## src/rtl/iq_read_sched.sv

```systemverilog
// rtl/iq_read_sched.sv - read-side thread scheduler for the per-thread extra-instruction queue
//
// Purpose: each cycle picks the thread (0/1) the queue reads and how many
// entries it consumes (0/1/2). Round-robin with a fixed read quantum, a
// one-cycle bubble on every thread switch and a per-thread flush window
// after an exception.
//
// Ports:
//   clk            clock, all state on rising edge
//   rst            asynchronous active-low reset
//   stall          downstream stall; reads are consumed only when low
//   except         exception flush pulse
//   except_thread  thread being flushed
//   thread_en[1:0] per-thread enable
//   cnt0, cnt1     per-thread queue occupancy
//   issue_max      downstream read limit (0,1,2; 3 behaves as 2)
//   read_thread    selected thread (registered)
//   read_cnt       one-hot read count 001=0, 010=1, 100=2 (combinational)
//   switching      high during the switch bubble (registered)
//   flushing[1:0]  per-thread flush window active (registered)
//   full[1:0]      occupancy at or above FULL_LVL (combinational)

module iq_read_sched #(
  parameter int QUANTUM   = 8,
  parameter int FLUSH_CYC = 3,
  parameter int FULL_LVL  = 13
) (
  input  logic       clk,
  input  logic       rst,
  input  logic       stall,
  input  logic       except,
  input  logic       except_thread,
  input  logic [1:0] thread_en,
  input  logic [4:0] cnt0,
  input  logic [4:0] cnt1,
  input  logic [1:0] issue_max,
  output logic       read_thread,
  output logic [2:0] read_cnt,
  output logic       switching,
  output logic [1:0] flushing,
  output logic [1:0] full
);

  typedef enum logic {RUN = 1'b0, SWITCH = 1'b1} state_t;

  localparam logic [3:0] QMAX = 4'(QUANTUM - 1);

  state_t     state;
  logic [3:0] qcnt;
  logic [2:0] fl [2];

  logic [1:0] elig;
  logic       cur;
  logic       oth;
  logic [4:0] cnt_cur;
  logic       rd;
  logic       sw_go;

  assign cur     = read_thread;
  assign oth     = ~read_thread;
  assign cnt_cur = cur ? cnt1 : cnt0;

  assign elig[0] = thread_en[0] & (fl[0] == 3'd0) & (cnt0 != 5'd0);
  assign elig[1] = thread_en[1] & (fl[1] == 3'd0) & (cnt1 != 5'd0);

  always_comb begin
    read_cnt = 3'b001;
    if ((state == RUN) && elig[cur]) begin
      if ((cnt_cur >= 5'd2) && (issue_max >= 2'd2))
        read_cnt = 3'b100;
      else if (issue_max >= 2'd1)
        read_cnt = 3'b010;
    end
  end

  // read_cnt is one-hot, so bit 0 alone marks "no read".
  assign rd = (state == RUN) & elig[cur] & ~read_cnt[0] & ~stall;

  // Uses the current fl values, so an exception arriving this cycle only
  // affects eligibility from the next cycle on.
  assign sw_go = (state == RUN) & elig[oth] & (~elig[cur] | (rd & (qcnt >= QMAX)));

  assign switching = (state == SWITCH);
  assign flushing  = {fl[1] != 3'd0, fl[0] != 3'd0};
  assign full      = {cnt1 >= 5'(FULL_LVL), cnt0 >= 5'(FULL_LVL)};

  always_ff @(posedge clk or negedge rst) begin
    if (!rst) begin
      state       <= RUN;
      read_thread <= 1'b0;
      qcnt        <= 4'd0;
      fl[0]       <= 3'd0;
      fl[1]       <= 3'd0;
    end else begin
      if (!stall) begin
        if (state == SWITCH) begin
          state <= RUN;
        end else if (sw_go) begin
          read_thread <= oth;
          qcnt        <= 4'd0;
          state       <= SWITCH;
        end else if (rd) begin
          // Saturate so a lone eligible thread keeps reading and switches
          // on its first read once the other thread becomes eligible.
          qcnt <= (qcnt >= QMAX) ? QMAX : qcnt + 4'd1;
        end
      end
      // Flush windows run regardless of stall.
      for (int t = 0; t < 2; t++) begin
        if (except && (except_thread == 1'(t)))
          fl[t] <= 3'(FLUSH_CYC);
        else if (fl[t] != 3'd0)
          fl[t] <= fl[t] - 3'd1;
      end
    end
  end

endmodule
```

## config.mk

```make
export PLATFORM = sky130hd
export DESIGN_NAME = iq_read_sched
export DESIGN_NICKNAME = d
export VERILOG_FILES = /design/src/rtl/iq_read_sched.sv
export SDC_FILE = /design/constraint.sdc
export NUM_CORES = 1
export LEC_CHECK = 0
export CORE_ASPECT_RATIO = 1.2
export CORE_MARGIN = 3
export CORE_UTILIZATION = 43
export CTS_BUF_LIST = sky130_fd_sc_hd__clkbuf_8
export DETAILED_ROUTE_END_ITERATION = 8
export GPL_ROUTABILITY_DRIVEN = 0
export PLACE_DENSITY = 0.76
export SLEW_MARGIN = 40
export SYNTH_ARGS = -nofsm -noshare
export SYNTH_HDL_FRONTEND = slang
export SYNTH_SLANG_ARGS = --single-unit
```

## constraint.sdc

```tcl
create_clock -name clk -period 1.9 [get_ports clk]
set_clock_uncertainty 0.05 [all_clocks]
set_input_delay 0.38 -clock clk [delete_from_list [all_inputs] [get_ports clk]]
set_output_delay 0.38 -clock clk [all_outputs]
set_load 0.1 [all_outputs]
```

# == After elaboration in Yosys (flattened, before gate mapping) ==
# Index checks and enable logic that the tools add are counted.
# op_classes
n_reduce_logical,15
mux,17
bitwise_logic,17
magnitude_cmp,8
n_addsub,3
# op_table
cell,count
$mux W3,6
$mux W4,3
$and A1 B1 Y1,10
$ge A5 B4 Y1 const B,2
$reduce_bool A5 Y1,2
$logic_not A3 Y1,2
$mux W1,6
$not A1 Y1,6
$reduce_and A3 Y1,2
$reduce_bool A2 Y1,3
$reduce_bool A3 Y1,2
$sub A3 B1 Y3 const B,2
$ge A5 B2 Y1 const B,1
$mux W5,1
$add A4 B1 Y4 const B,1
$ge A4 B3 Y1 const B,1
$logic_and A1 B1 Y1,4
$lt A1 B2 Y1 const B,2
$ge A2 B1 Y1 const B,1
$ge A2 B2 Y1 const B,1
$mux W2,1
$or A1 B1 Y1,1
# word_totals
inputBits,19
out_inout_bits,9
regBits,12

# == Depth between registers and ports, before layout ==
# logic_depth
depth_word,15
depth_mapped,8

# == Worst setup path after synthesis ==
# No wires, ideal clock.
# synth_timing
kind,register -> output
from,reg read_thread
to,out read_cnt[1]
stages_incl_launch_ff,7
arrival_time_ns,3.786
required_time_ns,1.470
path_slack_ns,-2.316
cell_sequence,dfrtp_1 > buf_2 > and4bb_2 > o21ai_1 > and2_4 > or3_1 > nor2_1
# synth_via
elab_chain_len,5
word_cells_on_any_way,8
classes_between,1 x order compare; 5 x mux; 2 x reduce/logical
# synth_rtl
item,line,text
from (decl),37,"output logic read_thread,"
from (signal assigned),99,read_thread <= oth;
$mux W5,61,assign cnt_cur = cur ? cnt1 : cnt0;
$ge A5 B2 Y1,69,if ((cnt_cur >= 5'd2) && (issue_max >= 2'd2))
$logic_and A1 B1 Y1,69,
$mux W3,69,
$mux W3 *,68,if ((state == RUN) && elig[cur]) begin
to (decl),38,"output logic [2:0] read_cnt,"
# Mark *: on every way between the ends. The rest lies on a longest branch, timed or not. The select of a mux whose other input is x is not followed.

# == Worst setup path in the final report ==
# layout_timing
from,in thread_en[0]
to,out read_cnt[1]
# layout_via
elab_chain_len,6
# layout_rtl
item,line,text
from (decl),33,"input logic [1:0] thread_en,"
$and A1 B1 Y1 (2 in series),63,assign elig[0] = thread_en[0] & (fl[0] == 3'd0) & (cnt0 != 5'd0);
$mux W1 (not written as such) (2 in series),68,
$logic_and A1 B1 Y1,68,
$mux W3,68,
# No other way between the ends. The select of a mux whose other input is x is not followed.

==> flow_summary.ini <==
[outcome]
status = finished with violations
failed_checks = setup timing

[timing]
slew_viol_final = 0
worstMarginPinSlew_ps = 515
timing.final.crit_share = 1.32
setup_viol = 8
max_slew_margin = 0.656
fin_ws_ps = -604
rsz0062_at_grt = yes
fmax_ghz = 0.399
hold_viol = 0
period_minus_slack_ps = 2500
fin_tns_setup_ps = -2170

[power_and_ir_drop]
powerDensity_mw_per_mm2 = 1310
ir_worst_vdd_mv = 1.12
p_leak_nw = 0.803
finalPower_mw = 2.27

[worst_setup_path]
required_ps = 1470
criticalPathCategory = input port to primary output
crit_fanout = 2
critPathLaunchType = input port
worstPathArrival_ps = 2070
end_kind = primary output

[cells_and_area]
regArea_um2 = 305
syn_to_final_growth_pct = 92.5
multi_input_area_um2 = 704
nFillCells = 75
drive_gt1_frac = 0.546
fin_nets = 189
n_antenna_cell = 0

[route]
vias_per_cell = 6.09
ant_nets = 0
drc = 0
routedWlPerCell_um = 21.0
detail_route.first_pass.iterations = 4
drt_iter0_drc = 18
routed-via-count = 1109
drt_wl_total_um = 3820

[global_route]
antenna_found_initial = 0
met3_usage = 0.0518
grt_start_max_net_pins = 13
grt.busiest_layer = met2
gr-total-overflow = 0
grtUsageMet1 = 0.248
grt_pass1_wl_um = 4830
grt.total_usage = 0.247
grt_pass1_vias = 1133
use_met2 = 0.439

[clocking]
holdBufCountCts = 0
cts_sinks = 12
clk_latency_ps = 230
cts_buffer_depth = 2
clk_pin_slew_worst_paths_ps = 40
cts_htree_levels = 1
cts_tree = done
cts_root_buffer = clkbuf_8
numCtsBuffers = 3

[synth]
synth.distinct_cells = 37
synth_area_um2 = 900
synth-edff-count = 0
synth_cells = 99
yosys.area_share.simple = 0.231
synth_top_family_by_area = compound AO/OA/AOI/OAI gates
synth-seq-cells = 12
yosysSeqAreaShare = 0.334
synth_compound_gate_area_share = 0.267
synth.net_count = 123
synth.most_common_cell = dfrtp_1
synth_top_area_frac = 0.334
synth_fa_ha_area_frac = 0.0695
syn_avg_cell_area_um2 = 9.09
synthTopCellsByArea = dfrtp_1 33%, ha_1 7.0%, a21oi_1 5.0%
async_flop_share = 1.00
synthFlopType = dfrtp_1
synth_xor_area_frac = 0.0195
synthTopCellsByCount = 12 x dfrtp_1, 10 x nand2_1, 9 x a21oi_1, 8 x nor2_1, 7 x inv_1
synth.largest_area_cell = dfrtp_1
yosysWarnings = 0
synth_mux_area_frac = 0.0389

[place]
dp_hpwl_um = 2020
io_buffers = 27

[die]
coreArea_mm2 = 0.00191
die_w_um = 47.8
io_pins = 28
fp.dieH_um = 56.1
dieArea_mm2 = 0.00268
num_rows = 17
initial_utilization = 0.470

[run]
cap_viol_max_count = 0

[min_path]
min_path_type = input port to async pin
[state kept, by name, indices dropped and copies added, names as in the netlist]
| signal | count |
|---|---|
| switching | 1 |
| qcnt | 4 |
| fl | 6 |
| read_thread | 1 |
[what timing repair did]
action,in CTS,in global routing
gates resized for setup,41,25
endpoints found under the setup margin,11,11
setup buffers,6,8
pin swaps,11,17
[through the flow]
| stage | instances | util | area (um2) | setup WS [ps] | hold slack, ps |
|---|---|---|---|---|---|
| after global routing | 182 | 0.905 | 1730 | -659 | 474 |
| after CTS | 179 | 0.865 | 1660 | -643 | 460 |
| after detailed placement | 170 | 0.789 | 1510 | -649 | 436 |
| final | 182 | 0.905 | 1730 | -604 | 442 |
| after global placement | 170 | 0.789 | 1510 | -596 | 432 |
| after floorplan | 99 | - | 940 | -856 | 34.4 |
[critical path, cell delays in order]
cell,delay [ps]
clkdlybuf4s50_1,490
and4bb_2,290
o21ai_4,80
and2_4,170
or3_4,370
nor2_4,120
buf_12,180
[final cells by class]
type | instances | area share
clock buffers | 3 | 0.0238
inverters | 7 | 0.0152
multi-input cells | 78 | 0.407
flip-flops and latches | 12 | 0.176
well taps | 19 | 0.0137
repair buffers | 63 | 0.364
[placed cells by master (no fill, tap or decap), types with 2 or more instances in the layout]
cell type | netlist | routed
nand2b_1 | 4 | 3
nand3_1 | 4 | 4
mux2i_1 | 2 | 2
a21oi_2 | 0 | 3
inv_2 | 0 | 4
o21ai_0 | 3 | 2
clkbuf_2 | 0 | 4
a211oi_4 | 0 | 2
clkbuf_8 | 0 | 3
buf_4 | 0 | 29
ha_4 | 0 | 2
buf_2 | 2 | 2
inv_1 | 7 | 3
clkdlybuf4s50_1 | 0 | 8
or2_2 | 3 | 3
buf_6 | 0 | 9
o21ai_4 | 0 | 2
buf_12 | 0 | 9
nand2_1 | 10 | 10
nor2_4 | 0 | 2
dfrtp_1 | 12 | 10
a21oi_1 | 9 | 6
ha_1 | 5 | 3
o211ai_1 | 3 | 3
nor2_1 | 8 | 6
o2111ai_4 | 1 | 2
xnor2_1 | 2 | 2
or4_4 | 2 | 2
[path summary, 6_finish.rpt]
kind / startpoint / to / slack [ps] / cells after the start
min in group clk: fl[1] / fl[1] / 470 / 2
setup reg to reg: fl[1] / qcnt[0] / -240 / 11
hold reg to reg: fl[1] / fl[1] / 470 / 2
setup / recovery: thread_en[0] / read_cnt[1] / -600 / 7
max in group asynchronous: rst / read_thread / 970 / 1
hold / removal: rst / qcnt[0] / 440 / 1
[report_power, final]
group / internal, mW / total (mW) / switching [mW]
Combinational: 0.707 / 1.60 / 0.893
Sequential: 0.365 / 0.449 / 0.0837
Clock: 0.138 / 0.217 / 0.0783
[cell families after synthesis]
logic type,count (synthesis)
DFF,12
muxes,3
buffers and inverters,9
xor gates and xnor gates,2
AOI/OAI and AO/OA,30
adders and majority gates,5
and+or+nand+nor,38
[layer usage]
metal	up-vias	share of wire	routed length [um]
met5	-	0	0
li1	489	-	-
met1	513	0.34	1290
met4	0	0.072	275
met2	77	0.53	2010
met3	30	0.063	242
Note: power is estimated with default switching activity, not from simulation.
